`src/rtl/rowbias_pkg.sv`:
```
// Shared types and helpers for the row bias shuffler and related bias units.
package rowbias_pkg;

  typedef enum logic [1:0] {
    INIT  = 2'd0,
    SHUF  = 2'd1,
    READY = 2'd2
  } state_e;

  localparam int              LFSR_W    = 16;
  localparam logic [LFSR_W-1:0] LFSR_TAPS = 16'hB400;

  // Position of the least-significant set bit; 0 for an all-zero vector.
  function automatic logic [5:0] lsb_index(input logic [63:0] vec);
    logic [5:0] idx;
    idx = '0;
    for (int k = 63; k >= 0; k--) begin
      if (vec[k]) idx = 6'(k);
    end
    return idx;
  endfunction

endpackage

```
`src/rtl/bias_lfsr.sv`:
```
// Free-running 16-bit Galois LFSR (taps 16,14,13,11), shared by the bias units.
module bias_lfsr
  import rowbias_pkg::*;
#(
  parameter logic [LFSR_W-1:0] SEED = 16'hACE1
) (
  input  logic              clock,
  input  logic              reset,
  output logic [LFSR_W-1:0] value
);

  logic [LFSR_W-1:0] lfsr_q, lfsr_d;

  always_comb begin
    lfsr_d = lfsr_q >> 1;
    if (lfsr_q[0]) lfsr_d = (lfsr_q >> 1) ^ LFSR_TAPS;
  end

  always_ff @(posedge clock or posedge reset) begin
    if (reset) lfsr_q <= SEED;
    else       lfsr_q <= lfsr_d;
  end

  assign value = lfsr_q;

endmodule

```
`src/rtl/rowbias_shuffler.sv`:
```
// Row bias bus: keeps a Fisher-Yates shuffled pool of W one-hot values and serves lookups.
// Define ROWBIAS_PERM_ASSERT_EN to compile in simulation-only permutation assertions.
`ifndef GRID_LEN
`define GRID_LEN 9
`endif

module rowbias_shuffler
  import rowbias_pkg::*;
#(
  parameter int                W    = `GRID_LEN,
  parameter logic [LFSR_W-1:0] SEED = 16'hACE1
) (
  input  logic         clock,
  input  logic         reset,
  input  logic         shuffle_req,
  input  logic         update,
  input  logic [W-1:0] rqindex,
  output logic [W-1:0] busvalue,
  output logic         ready
);

  localparam int IW = $clog2(W);

  state_e            state_q, state_d;
  logic [IW-1:0]     i_q, i_d;
  logic [W-1:0]      pool_q [W];
  logic [W-1:0]      pool_d [W];
  logic [W-1:0]      bus_q, bus_d;
  logic [LFSR_W-1:0] lfsr_val;
  logic [IW-1:0]     j;
  logic [IW-1:0]     lk_idx;
  logic              unused_lfsr_hi;

  bias_lfsr #(.SEED(SEED)) u_lfsr (
    .clock (clock),
    .reset (reset),
    .value (lfsr_val)
  );

  assign j              = lfsr_val[IW-1:0];
  assign unused_lfsr_hi = ^lfsr_val[LFSR_W-1:IW];
  assign lk_idx         = IW'(lsb_index(64'(rqindex)));

  // Draws with j > i are rejected and retried next cycle, keeping the permutation uniform.
  always_comb begin
    state_d = state_q;
    i_d     = i_q;
    pool_d  = pool_q;
    bus_d   = bus_q;
    case (state_q)
      INIT: begin
        for (int k = 0; k < W; k++) pool_d[k] = W'(1) << k;
        i_d     = IW'(W - 1);
        state_d = SHUF;
      end
      SHUF: begin
        if (j <= i_q) begin
          pool_d[i_q] = pool_q[j];
          pool_d[j]   = pool_q[i_q];
          if (i_q == IW'(1)) state_d = READY;
          else               i_d     = i_q - IW'(1);
        end
      end
      READY: begin
        if (update) bus_d = (rqindex == '0) ? '0 : pool_q[lk_idx];
        if (shuffle_req) begin
          i_d     = IW'(W - 1);
          state_d = SHUF;
        end
      end
      default: state_d = INIT;
    endcase
  end

  always_ff @(posedge clock or posedge reset) begin
    if (reset) begin
      state_q <= INIT;
      i_q     <= IW'(W - 1);
      bus_q   <= '0;
      for (int k = 0; k < W; k++) pool_q[k] <= W'(1) << k;
    end else begin
      state_q <= state_d;
      i_q     <= i_d;
      bus_q   <= bus_d;
      pool_q  <= pool_d;
    end
  end

  assign busvalue = bus_q;
  assign ready    = (state_q == READY);

`ifdef ROWBIAS_PERM_ASSERT_EN
  logic [W-1:0] pool_or;
  logic         pool_onehot;

  always_comb begin
    pool_or     = '0;
    pool_onehot = 1'b1;
    for (int k = 0; k < W; k++) begin
      pool_or = pool_or | pool_q[k];
      if ($countones(pool_q[k]) != 1) pool_onehot = 1'b0;
    end
  end

  a_pool_perm: assert property (@(posedge clock) disable iff (reset)
      (state_q == READY) |-> (pool_or == '1 && pool_onehot))
    else $error("rowbias: pool not a permutation, state=%0d i=%0d", state_q, i_q);

  a_bus_onehot: assert property (@(posedge clock) disable iff (reset)
      (busvalue == '0 || $onehot(busvalue)))
    else $error("rowbias: busvalue not one-hot, state=%0d i=%0d", state_q, i_q);

  a_ready_via_shuf: assert property (@(posedge clock) disable iff (reset)
      $rose(ready) |-> ($past(state_q) == SHUF))
    else $error("rowbias: ready rose outside SHUF, state=%0d i=%0d", state_q, i_q);
`endif

endmodule

```
`config.mk`:
```
export PLATFORM = sky130hd
export DESIGN_NAME = rowbias_shuffler
export DESIGN_NICKNAME = d
export VERILOG_FILES = /design/src/rtl/rowbias_pkg.sv /design/src/rtl/bias_lfsr.sv /design/src/rtl/rowbias_shuffler.sv
export SDC_FILE = /design/constraint.sdc
export NUM_CORES = 1
export LEC_CHECK = 0
export BUFFER_PORTS_ARGS = -buffer_cell sky130_fd_sc_hd__buf_4
export CORE_MARGIN = 2
export CORE_UTILIZATION = 40
export CTS_CLUSTER_SIZE = 12
export DETAILED_ROUTE_END_ITERATION = 7
export SLEW_MARGIN = 40
export SYNTH_ARGS = -nofsm -noshare
export SYNTH_HDL_FRONTEND = slang
export SYNTH_SLANG_ARGS = --single-unit
```
`constraint.sdc`:
```
create_clock -name clock -period 3.6 [get_ports clock]
set_clock_uncertainty 0.15 [all_clocks]
set_input_delay 0.18 -clock clock [delete_from_list [all_inputs] [get_ports clock]]
set_output_delay 0.18 -clock clock [all_outputs]
set_load 0.03 [all_outputs]
```
### Word level (Yosys, flattened, before mapping)

Index checks and enable logic that the tools add are counted.

| operators by class | value |
|---|---|
| magnitude comparators | 6 |
| reductions and logical operators | 10 |
| $add $sub $neg | 1 |
| muxes and demuxes | 36 |
| eq/ne operators | 7 |
| bitwise operators | 4 |

Operator list:

| cell | number |
|---|---|
| 81-bit bitwise mux | 2 |
| 81-bit one-hot mux with 2 select lines | 1 |
| 9-bit binary-select mux with 4-bit select | 3 |
| 81-bit two-way mux | 1 |
| 9-bit two-way mux | 9 |
| 9-bit demux with 4-bit select | 2 |
| 4-bit two-way mux | 12 |
| 16-bit two-way mux | 1 |
| 5-bit greater-or-equal comparator (second input constant) | 3 |
| 4-bit NOT with 5-bit output | 3 |
| 4-bit one-hot mux with 3 select lines | 1 |
| 5-bit by 1-bit < comparator with 1-bit output (second input constant) | 2 |
| 9-bit logical NOT | 1 |
| 2-bit inequality test (second input constant) | 4 |
| 2-bit two-way mux | 3 |
| 2-bit one-hot mux with 3 select lines | 1 |
| 4-bit by 1-bit equality test with 1-bit output (second input constant) | 1 |
| 4-bit less-or-equal comparator | 1 |
| 3-bit NOT with 4-bit output | 1 |
| 2-bit AND reduction | 2 |
| 4-bit AND reduction | 1 |
| 4-bit by 1-bit subtractor with 4-bit output (second input constant) | 1 |
| 3-bit AND reduction | 1 |
| 3-bit nonzero test | 1 |
| 5 further kinds | 6 |

| storage, ports and cells | value |
|---|---|
| input bits | 13 |
| register bits after elaboration | 112 |
| output and inout port bits | 10 |
| logic and storage cells | 77 |

### Logic depth before layout (Yosys ltp)

Gate-level depths: netlist of run 1.

| depth | value |
|---|---|
| depth in word-level cells | 14 |
| depth in mapped cells | 12 |
| depth with buffers taken out | 8 |

### Cells and area by module

A second synthesis of run 1 with hierarchy kept.

| second synthesis, totals | value |
|---|---|
| cell total of the unflattened synthesis | 732 |
| area, all modules | 7,358.3 um^2 |

By module, submodules not included:

| module | times used | area an instance (um^2) | cells each |
|---|---|---|---|
| rowbias_shuffler | 1 | 6,820.3 | 699 |
| bias_lfsr | 1 | 538.0 | 33 |

### Least setup slack after synthesis of run 1

No wires, ideal clock.

| path | value |
|---|---|
| path kind | flip-flop to flip-flop |
| start point | register i_q[1] |
| end point | register pool_q[63] (netlist bit) |
| buffers on the path | 3 |
| clock period less this slack | 2.992 ns |
| required time | 3.383 ns |
| arrival time | 2.775 ns |
| stages on the path, launching flop included | 12 |
| setup slack | 0.608 ns |
| library setup time | 0.067 ns |
| cells stage by stage | dfrtp_1 > buf_4 > buf_2 > inv_1 > ha_1 > nor2b_1 > o21a_1 > o21a_1 > o31a_1 > buf_2 > nor3b_2 > a221o_1 |

| on the way | value |
|---|---|
| word-level cells in the longest chain between the ends | 9 |
| elaborated cells between the ends (all ways) | 16 |
| those cells by class | 3 x order compare; 1 x eq/ne; 9 x mux; 1 x bitwise; 2 x reduce/logical |

Ends and longest elaborated chain:

| element | line | RTL |
|---|---|---|
| start: declaration | rowbias_shuffler.sv:25 | `logic [IW-1:0] i_q, i_d;` |
| start signal: assignment | rowbias_shuffler.sv:78 | `i_q <= IW'(W - 1);` |
| start signal: assignment | rowbias_shuffler.sv:83 | `i_q <= i_d;` |
| 4-bit NOT with 5-bit output (not written as such) | rowbias_shuffler.sv:58, rowbias_shuffler.sv:59 |  |
| 5-bit greater-or-equal comparator (not written as such) or 5-bit by 1-bit < comparator with 1-bit output (tied branches) | rowbias_shuffler.sv:58 | `pool_d[i_q] = pool_q[j];` |
| 1-bit logical AND (not written as such) | rowbias_shuffler.sv:58 |  |
| 9-bit two-way mux (not written as such) | rowbias_shuffler.sv:58 |  |
| 9-bit demux with 4-bit select | rowbias_shuffler.sv:58 |  |
| 81-bit bitwise mux | rowbias_shuffler.sv:58 |  |
| 81-bit bitwise mux | rowbias_shuffler.sv:59 | `pool_d[j] = pool_q[i_q];` |
| 81-bit two-way mux | rowbias_shuffler.sv:57 | `if (j <= i_q) begin` |
| 81-bit one-hot mux with 2 select lines | rowbias_shuffler.sv:50 | `case (state_q)` |
| end signal: assignment | rowbias_shuffler.sv:85 | `pool_q <= pool_d;` |
| end: declaration | rowbias_shuffler.sv:26 | `logic [W-1:0] pool_q [W];` |

Several ways; a longest one is shown, not always the timed one. The select of a mux whose other input is x is not followed.
A chain may end at the register's enable or synchronous reset.

### Final worst setup path of run 1

| path | value |
|---|---|
| start point | register i_q[1] |
| end point | register pool_q[76] (netlist bit) |

The elaborated chain is that of the path after synthesis.

==> summary.txt, run 1 <==
Num CTS Buffers - 9
Pins Over Slew Limit - 0
Final Instance Count excl. Fillers - 963
Top cell type by total area after synthesis - dfrtp_1
Number of flops mapped to enable cells by yosys - 0
Layout filler cell count - 1689
1st-pass router iterations - 6
# IOs - 23
PnR worst setup slack - 663 ps
DRT Wirelength - 25.4 mm
Gr ovfl total - 0
Area of the multi-input gates - 0.00411 mm2
Vias in the first global route - 6401
Root Driver - clkbuf_16
Mapped cell area - 0.00727 mm2
DP Wirelength - 17.4 mm
PortBufs - 22
Final antenna-violating net count - 0
Worst setup EP type - register
Fin crit period - 2940 ps
Cell mode on critical path - o21a_1
GRT Util Overall - 26.1%
Area contributors post-synth - dfrtp_1 32%, mux4_2 11%, a221o_1 10%, dfstp_2 6.5%, nor3_1 5.3%
Status - complete, no violations
Avg Inst Size Synth - 10.2 um2
Drt drc - 0
Area Overhead vs Synth - 11.2%
RSZ-0062 raised after global routing - no
Mapped Cells - 714
Setup violators final - 0
DR vias - 6821
Crit-path cells - inv_1 -> ha_1 -> nor2b_1 -> o21a_1 -> o21a_1 -> o31a_2 -> nor2_1 -> a221o_1
# H-tree levels - 3
Fmax - 341 MHz
Post-CTS resize count - 0
# nets final - 750
CP max FO - 12
DIE HEIGHT - 139 um
Routed length per instance - 26.4 um
Most frequent cells in the layout - 94 x dfrtp_1, 77 x nor3_1, 76 x nand2_1
Final Hold Fails - 0
Yosys reg bits - 112
LEAKAGE - 3.28 nW
Worst-Margin Slew - 829 ps
Crit path arrival time - 3090 ps
Netlist cell types - 64
Vias per cell - 7.08
Core area - 0.0179 mm2
Starting density of the core - 40.6%
Global placement routability congestion - 0.980
TritonCTS clock tree - built
Critical path type - register to register
Max Root-Sink Buffers - 2
Slowest cell delay on critical path - 660 ps
Critical Path Start Type - register
Number of synthesis warnings - 0
First-pass GRT wire length - 39.1 mm
Final Power - 5.74 mW
FF/Latch Area - 0.00283 mm2
Max-cap viol count - 0
Final core utilization - 45.1%
Die ar. - 0.0193 mm2
Most used DFF post-synth - dfrtp_1
Normalized max-slew margin - 44.4%
Slowest cell on crit path - nor2_1
Pwr/cell area - 710 mW/mm2
Syn nets - 736
Async SR Flop Fraction - 100%
Period utilisation layout - 81.6%
Peak supply drop - 0.000331 V
Std cell rows - 49
Die W - 139 um
Antenna violations before repair - 0
DRT iter0 DRCs - 1283
CP required - 3750 ps
Place WS - 718 ps
Hold Crit Class - primary input to register
Share of layout cells above drive strength 1 - 22.1%
DP Cell Count - 943
Clock latency on the worst-skew pair - 370 ps
Clock transition at path regs - 80 ps
Seq/Total Area, Yosys - 38.9%
Pin count of the biggest net entering global routing - 77
Yosys top cell area share - 32.4%
Setup TNS - 0 ps
Most common cell after layout, fill and taps aside - dfrtp_1
TritonCTS Sinks - 112
[through the flow]
step | cell area (um2) | hold slack (ps)
CTS | 8060 | 165
floorplan | 7270 | 181
detailed placement | 7710 | 190
global placement | 7700 | 189
finish | 8080 | 167
global route | 8080 | 213
[cell families after synthesis]
| kind of cell | count (synthesis) | synth area share (%) |
|---|---|---|
| mux | 49 | 13.0 |
| compound gates | 217 | 24.2 |
| flops | 112 | 38.9 |
| buf+inv | 78 | 4.89 |
| xor+xnor | 3 | 0.362 |
| fa+ha+maj | 9 | 1.55 |
| simple gates | 246 | 17.1 |
[cells in the mapped netlist, types with 4 or more instances]
library cell,n
buf_4,6
o22ai_1,5
nor2_1,41
mux4_2,36
buf_2,14
dfrtp_1,94
o211ai_1,4
dfstp_2,18
nand2b_1,5
a21o_1,6
o21ai_0,13
nor2b_1,8
clkbuf_1,24
and3_1,5
nor3_1,77
mux2i_1,10
o21a_1,8
nand3_1,14
a31oi_1,10
a21oi_1,31
a22oi_1,5
a21oi_2,9
a221o_1,73
nand2_1,76
a41oi_1,5
a222oi_1,7
ha_1,9
o21ai_1,4
a31o_2,5
a32o_1,4
inv_1,28
[area by class of cell]
cell class	instances	share of cell area, %
Multi-Input combinational cell	524	50.9
Clock inverter	6	1.12
Clock buffer	10	2.96
Timing Repair Buffer	53	5.14
Antenna cell	1	0.0310
Sequential cell	112	35.0
Inverter	28	1.36
Tap cell	229	3.55
[worst paths after layout]
check | endpoint | from | cells after the start | slack (ps)
max | pool_q[76] | i_q[1] | 8 | 660
min | busvalue[8] | rqindex[8] | 5 | 170
max reg2reg | pool_q[76] | i_q[1] | 8 | 660
min reg2reg | u_lfsr.value[6] | u_lfsr.value[7] | 0 | 200
max in group asynchronous | pool_q[40] | reset | 4 | 2230
min in group asynchronous | pool_q[60] | reset | 3 | 340
[report_power, final]
part	internal (mW)	switching (mW)
logic	0.942	1.85
registers	1.54	0.279
clock network	0.633	0.500
[sequential cells by signal (all words and copies together) (netlist names)]
name and flops:
i_q 4, state_q 2, pool_q 81, u_lfsr.value 16, busvalue 9
[critical path, delay by kind of cell, from the launching register on]
family	cells	cell delay (ps)
AOI/OAI and AO/OA	4	1160
and+or+nand+nor	2	790
DFF	1	380
adders and majority gates	1	260
buffers and inverters	1	130
[routing by layer]
layer | global-route usage [%] | routed length [um] | up-vias
met5 | 0 | 0 | -
met3 | 7.91 | 3030 | 84
li1 | - | - | 2835
met4 | 11.1 | 915 | 0
met2 | 38.5 | 11300 | 460
met1 | 35.9 | 10200 | 3442
[what timing repair did]
action,CTS,global route
setup buffers,0,0
hold endpoints to repair,62,0
hold buffers,2,0
Power figures use the tool's default switching activity.
==> run 2: changes to the inputs <==
==> constraint.sdc (replaced) <==
create_clock -name clock -period 2.6 [get_ports clock]
set_clock_uncertainty 0.15 [all_clocks]
set_input_delay 0.13 -clock clock [delete_from_list [all_inputs] [get_ports clock]]
set_output_delay 0.13 -clock clock [all_outputs]
set_load 0.03 [all_outputs]
==> run 2 against run 1 <==
Net effect:
- utilization increased by 4.3 points
- non-clock buffer count increased by 61
- setup slack got worse by 630 ps
- maximum frequency increased by 14%
- wire length increased by 12%
- clock power increased by 25%
- final area increased by 9.6%
- power increased by 56%
- via count increased by 3.2%
- critical endpoint is now pool_q[80]
- largest power group unchanged
==> summary.txt, run 2 (synthesis gave the netlist of run 1 again) <==
Status - complete, no violations
Root Driver - clkbuf_16
Pin count of the biggest net entering global routing - 45 (-42%)
FF-to-FF Start - i_q[3]
CP Launch Point - i_q[3]
Net Sw Frac - 44.9% (-0.92 points)
Num CTS Buffers - 9 (unchanged)
Die W - 139 um (unchanged)
Clock share of power - 15.8% (-4.0 points)
Antenna violations before repair - 0 (unchanged)
Std cell rows - 49 (unchanged)
Final antenna-violating net count - 0 (unchanged)
Normalized max-slew margin - 55.0% (+11 points)
Crit path buf inv count - 2 (+1)
Worst-Margin Slew - 673 ps (-156 ps)
Comb pwr share - 55.7% (+7.1 points)
TritonCTS clock tree - built
PortBufs - 22 (unchanged)
Max-cap viol count - 0 (unchanged)
Slowest cell on crit path - dfstp_2
Place WS - 3.16 ps (-715 ps)
Peak supply drop - 0.000466 V (+41%)
DIE HEIGHT - 139 um (unchanged)
Starting density of the core - 40.6% (unchanged)
Die ar. - 0.0193 mm2 (unchanged)
PnR worst setup slack - 30.1 ps (-633 ps)
Pins Over Slew Limit - 0 (unchanged)
Worst setup EP type - register
Register share of total power - 28.5% (-3.1 points)
Hold Crit Class - primary input to asynchronous set/reset pin
Most frequent cells in the layout - 93 x dfrtp_1, 82 x buf_4, 76 x nor3_1
# IOs - 23 (unchanged)
DRT iter0 DRCs - 1117 (-13%)
Period utilisation layout - 98.8% (+17 points)
Drt drc - 0 (unchanged)
Critical path type - register to register
1st-pass router iterations - 7 (+1)
DP Wirelength - 19.2 mm (+10%)
Crit path arrival time - 2670 ps (-420 ps)
Clock transition at path regs - 80 ps (about the same)
Max FFs per register - 81 (unchanged)
Setup violators final - 0 (unchanged)
Area Overhead vs Synth - 21.8%
Share of layout cells above drive strength 1 - 29.7% (+7.6 points)
Cell family with most CP delay - compound AO/OA/AOI/OAI gates
# nets final - 811 (+8.1%)
GRT Util Overall - 29.0% (+2.9 points)
Cell Int Power - 4.92 mW (+58%)
Fmax - 389 MHz (+14%)
DR vias - 7042 (+3.2%)
DRT Wirelength - 28.3 mm (+12%)
CP required - 2700 ps (-1050 ps)
Final Power - 8.92 mW (+56%)
Final Hold Fails - 0 (unchanged)
Largest reg by FF count - pool_q
Gr ovfl total - 0 (unchanged)
Routed length per instance - 27.7 um (+5.1%)
Crit-path cells - inv_1 -> ha_1 -> nand4_1 -> a31o_2 -> a31oi_4 -> buf_6 -> nand2_2 -> a221o_1
LEAKAGE - 3.63 nW (+11%)
First-pass GRT wire length - 42.6 mm (+9.0%)
Ant diodes - 0 (-1)
Max Root-Sink Buffers - 2 (unchanged)
Clock latency on the worst-skew pair - 370 ps (about the same)
Global placement routability congestion - 0.952 (-2.9%)
Critical Path Start Type - register
# H-tree levels - 3 (unchanged)
Slowest cell delay on critical path - 530 ps (-130 ps)
Fin crit period - 2570 ps (-367 ps)
Pwr/cell area - 1010 mW/mm2 (+42%)
CP max FO - 9 (-3)
Core area - 0.0179 mm2 (unchanged)
Setup TNS - 0 ps (unchanged)
RSZ-0062 raised after global routing - yes
TritonCTS Sinks - 112 (unchanged)
Vias in the first global route - 6943 (+8.5%)
NetSw - 4.00 mW (+52%)
Vias per cell - 6.88 (-2.8%)
Most common cell after layout, fill and taps aside - dfrtp_1
run 2: cell count changes in the layout (fill, tap and decap cells not counted), moves of 3 or more:
cell and change:
buf_4 +32, a21o_2 +3, buf_6 +12, nand2_1 -5, buf_12 +13, a21o_1 -3, nand2_2 +5
run 2: area by class of cell:
cell class              count  area (um2)
clock buffers              14         274
multi-input cells         524        4180
inverters                  28         111
repair buffers            114        1160
fillers                  1620        9050
well taps                 229         287
clock inverters             2        15.0
flip-flops and latches    112        2830
run 2: worst paths after layout:
| kind | slack (ps) | to | cells after the start |
|---|---|---|---|
| setup / recovery | 30 | pool_q[80] | 8 |
| hold reg to reg | 210 | u_lfsr.value[3] | 0 |
| setup reg to reg | 30 | pool_q[80] | 8 |
| hold / removal | 60 | pool_q[5] | 3 |
| max in group asynchronous | 1500 | pool_q[16] | 5 |
| min in group clock | 90 | busvalue[1] | 4 |
run 2: what timing repair did:
action | in CTS | in global routing
hold endpoints to repair | 100 | 0
buffers inserted | 0 | 1
endpoints found under the setup margin | 3 | 81
pin swaps | 1 | 10
hold buffers | 2 | 0
resized for setup | 0 | 32
gates cloned | 0 | 3
run 2: worst min-delay path: stages:
cell and delay [ps]:
dlygate4sd3_1 530, buf_4 140, clkinvlp_4 130
run 2: stage by stage:
stage | std cells | util (%) | cell area [um2] | hold slack (ps)
floorplan | 714 | - | 7340 | 181
global placement | 999 | 46.4 | 8310 | 185
detailed placement | 1001 | 46.8 | 8370 | -103
CTS | 1019 | 48.5 | 8680 | 60.9
global route | 1023 | 49.4 | 8850 | 72.9
finish | 1023 | 49.4 | 8850 | 57.9
run 2: routing by layer:
layer  GRT usage, %  part of all wire (%)  up-vias
li1               -                     -     2968
met1           38.3                    40     3480
met2           45.4                    46      488
met3           5.49                   8.7      106
met4           15.8                   5.3        0
met5              0                     0        -
run 2: power by group through the flow:
stage                     registers (mW)  logic (mW)  clock network [mW]
after floorplan                     2.45        2.69                   0
after global placement              2.53        4.36                   0
after detailed placement            2.54        4.44                   0
after CTS                           2.52        4.45                1.42
after global routing                2.57        5.18                1.50
final                               2.54        4.97                1.41
==> run 3: changes to the inputs <==
==> constraint.sdc (replaced) <==
create_clock -name clock -period 2.66 [get_ports clock]
set_clock_uncertainty 0.15 [all_clocks]
set_input_delay 0.133 -clock clock [delete_from_list [all_inputs] [get_ports clock]]
set_output_delay 0.133 -clock clock [all_outputs]
set_load 0.03 [all_outputs]
==> run 3 against run 2 <==
Net effect:
- sequential share of layout area down 0.13 points
- critical path depth up 2
- die area unchanged
- count of clock-buffer cells in the layout down 3
- critical path type unchanged
==> summary.txt, run 3 (synthesis gave the netlist of run 1 again) <==
Starting density of the core - 40.6% (unchanged)
PortBufs - 22 (unchanged)
Status - complete, no violations
Num CTS Buffers - 9 (unchanged)
Normalized max-slew margin - 51.6% (-3.4 points)
Antenna violations before repair - 0 (unchanged)
Met3 usage - 8.39% (+2.9 points)
Worst-Margin Slew - 724 ps (+51.4 ps)
Max Root-Sink Buffers - 2 (unchanged)
Largest reg by FF count - pool_q
TritonCTS Sinks - 112 (unchanged)
Vias per cell - 7.11 (+3.3%)
Routed length per instance - 28.4 um (+2.6%)
FF-to-FF Start - u_lfsr.value[0]
CP required - 2810 ps (+110 ps)
PnR worst setup slack - 45.5 ps (+15.4 ps)
LEAKAGE - 3.65 nW (+0.41%)
DRT iter0 DRCs - 1096 (-1.9%)
CP Launch Point - u_lfsr.value[0]
Hold Crit Class - primary input to register
Slowest cell delay on critical path - 580 ps (+50 ps)
Vias in the first global route - 7077 (+1.9%)
Global placement routability congestion - 0.948 (-0.36%)
Die W - 139 um (unchanged)
Max FFs per register - 81 (unchanged)
TritonCTS clock tree - built
Crit path arrival time - 2760 ps (+90 ps)
Clock transition at path regs - 80 ps (about the same)
Core area - 0.0179 mm2 (unchanged)
Drt drc - 0 (unchanged)
Crit path buf inv count - 4 (+2)
Hold Startpoint - rqindex[0]
1st-pass router iterations - 6 (-1)
Critical path type - register to register
Pins Over Slew Limit - 0 (unchanged)
Slowest cell on crit path - dfstp_2
Gr ovfl total - 0 (unchanged)
# IOs - 23 (unchanged)
Crit-path cells - inv_2 -> ha_4 -> nand4_1 -> buf_4 -> or2_4 -> o31a_4 -> buf_12 -> nor3_4 -> buf_12 -> a221o_1
Worst setup EP type - register
First-pass GRT wire length - 42.7 mm (+0.32%)
Final Hold Fails - 0 (unchanged)
Most frequent cells in the layout - 93 x dfrtp_1, 82 x buf_4, 77 x nor3_1
# H-tree levels - 3 (unchanged)
Cell mode on critical path - buf_12
GR peak layer - met2
Final core utilization - 49.7% (+0.21 points)
Fmax - 382 MHz (-1.7%)
DR vias - 7251 (+3.0%)
Area Overhead vs Synth - 22.3%
DP Wirelength - 19.0 mm (-1.2%)
RSZ-0062 raised after global routing - yes
Most common cell after layout, fill and taps aside - dfrtp_1
Pin count of the biggest net entering global routing - 57 (+27%)
Cell family with most CP delay - simple AND/OR/NAND/NOR gates
Clock latency on the worst-skew pair - 370 ps (about the same)
Final antenna-violating net count - 0 (unchanged)
Std cell rows - 49 (unchanged)
Root Driver - clkbuf_16
Share of layout cells above drive strength 1 - 29.6% (-0.14 points)
Place WS - 64.7 ps (+61.5 ps)
DRT Wirelength - 29.0 mm (+2.3%)
Fin crit period - 2610 ps (+44.6 ps)
Met2 Use GR - 44.7% (-0.70 points)
Die ar. - 0.0193 mm2 (unchanged)
Setup violators final - 0 (unchanged)
Period utilisation layout - 98.3% (-0.55 points)
Ant diodes - 0 (unchanged)
Critical Path Start Type - register
Pwr/cell area - 1010 mW/mm2 (about the same)
Max-cap viol count - 0 (unchanged)
# nets final - 808 (-0.37%)
CP max FO - 9 (unchanged)
DIE HEIGHT - 139 um (unchanged)
Peak supply drop - 0.000474 V (+1.8%)
GRT Util Overall - 29.2% (+0.20 points)
Met1 Track Usage GR - 36.4% (-1.9 points)
[run 3: cell types whose count changed in the layout (fill, tap and decap cells not counted), sizes merged]
cell,previous run,this run
buf,110,105
bufinv,0,2
clkbuf,16,15
clkinvlp,3,2
inv,27,29
[run 3: final cells by class]
type | instances | area [um2]
Clock buffer | 11 | 243
Clock inverter | 5 | 85.1
Fill cell | 1621 | 9010
Inverter | 28 | 109
Multi-Input combinational cell | 524 | 4240
Sequential cell | 112 | 2830
Tap cell | 229 | 287
Timing Repair Buffer | 111 | 1100
[run 3: layer usage]
layer | routed length (um) | up-vias
met5 | 0 | -
met4 | 2040 | 0
met3 | 3150 | 166
met2 | 13300 | 555
met1 | 10500 | 3572
li1 | - | 2958
[run 3: timing repair]
item	in CTS	in global routing
setup endpoints to repair	0	72
hold buffers	2	0
endpoints found under the hold margin	20	0
setup buffers	0	7
gates resized for setup	0	35
[run 3: final timing paths]
check,to,slack (ps),cells after the start
max,pool_q[38],50,10
min,busvalue[1],90,4
max reg2reg,pool_q[38],50,10
min reg2reg,u_lfsr.value[3],200,0
max in group asynchronous,pool_q[72],1270,4
min in group asynchronous,u_lfsr.value[9],280,3
[run 3: tightest hold or removal path, stage by stage]
cell and delay (ps):
buf_4 160, o2bb2ai_1 80, nand3_1 80, a41oi_1 130
[run 3: metrics by stage]
stage               cell area (um2)  total power [mW]  hold slack (ps)  TNS (ps)  cells
detailed placement             8250              6.71              137         0    991
CTS                            8600              8.26             59.9         0   1009
floorplan                      7320              5.00              181      -340    714
global placement               8240              6.60              125         0    991
global route                   8890              9.27             99.4      -402   1020
finish                         8890              8.96             90.8         0   1020
[run 3: power breakdown]
part / total, mW / switching [mW] / leakage (nW) / internal, mW
combinational: 4.93 / 2.91 / 2.01 / 2.02
sequential: 2.47 / 0.387 / 1.48 / 2.08
clock: 1.56 / 0.700 / 0.157 / 0.861
total: 8.96 / 4.00 / 3.65 / 4.96
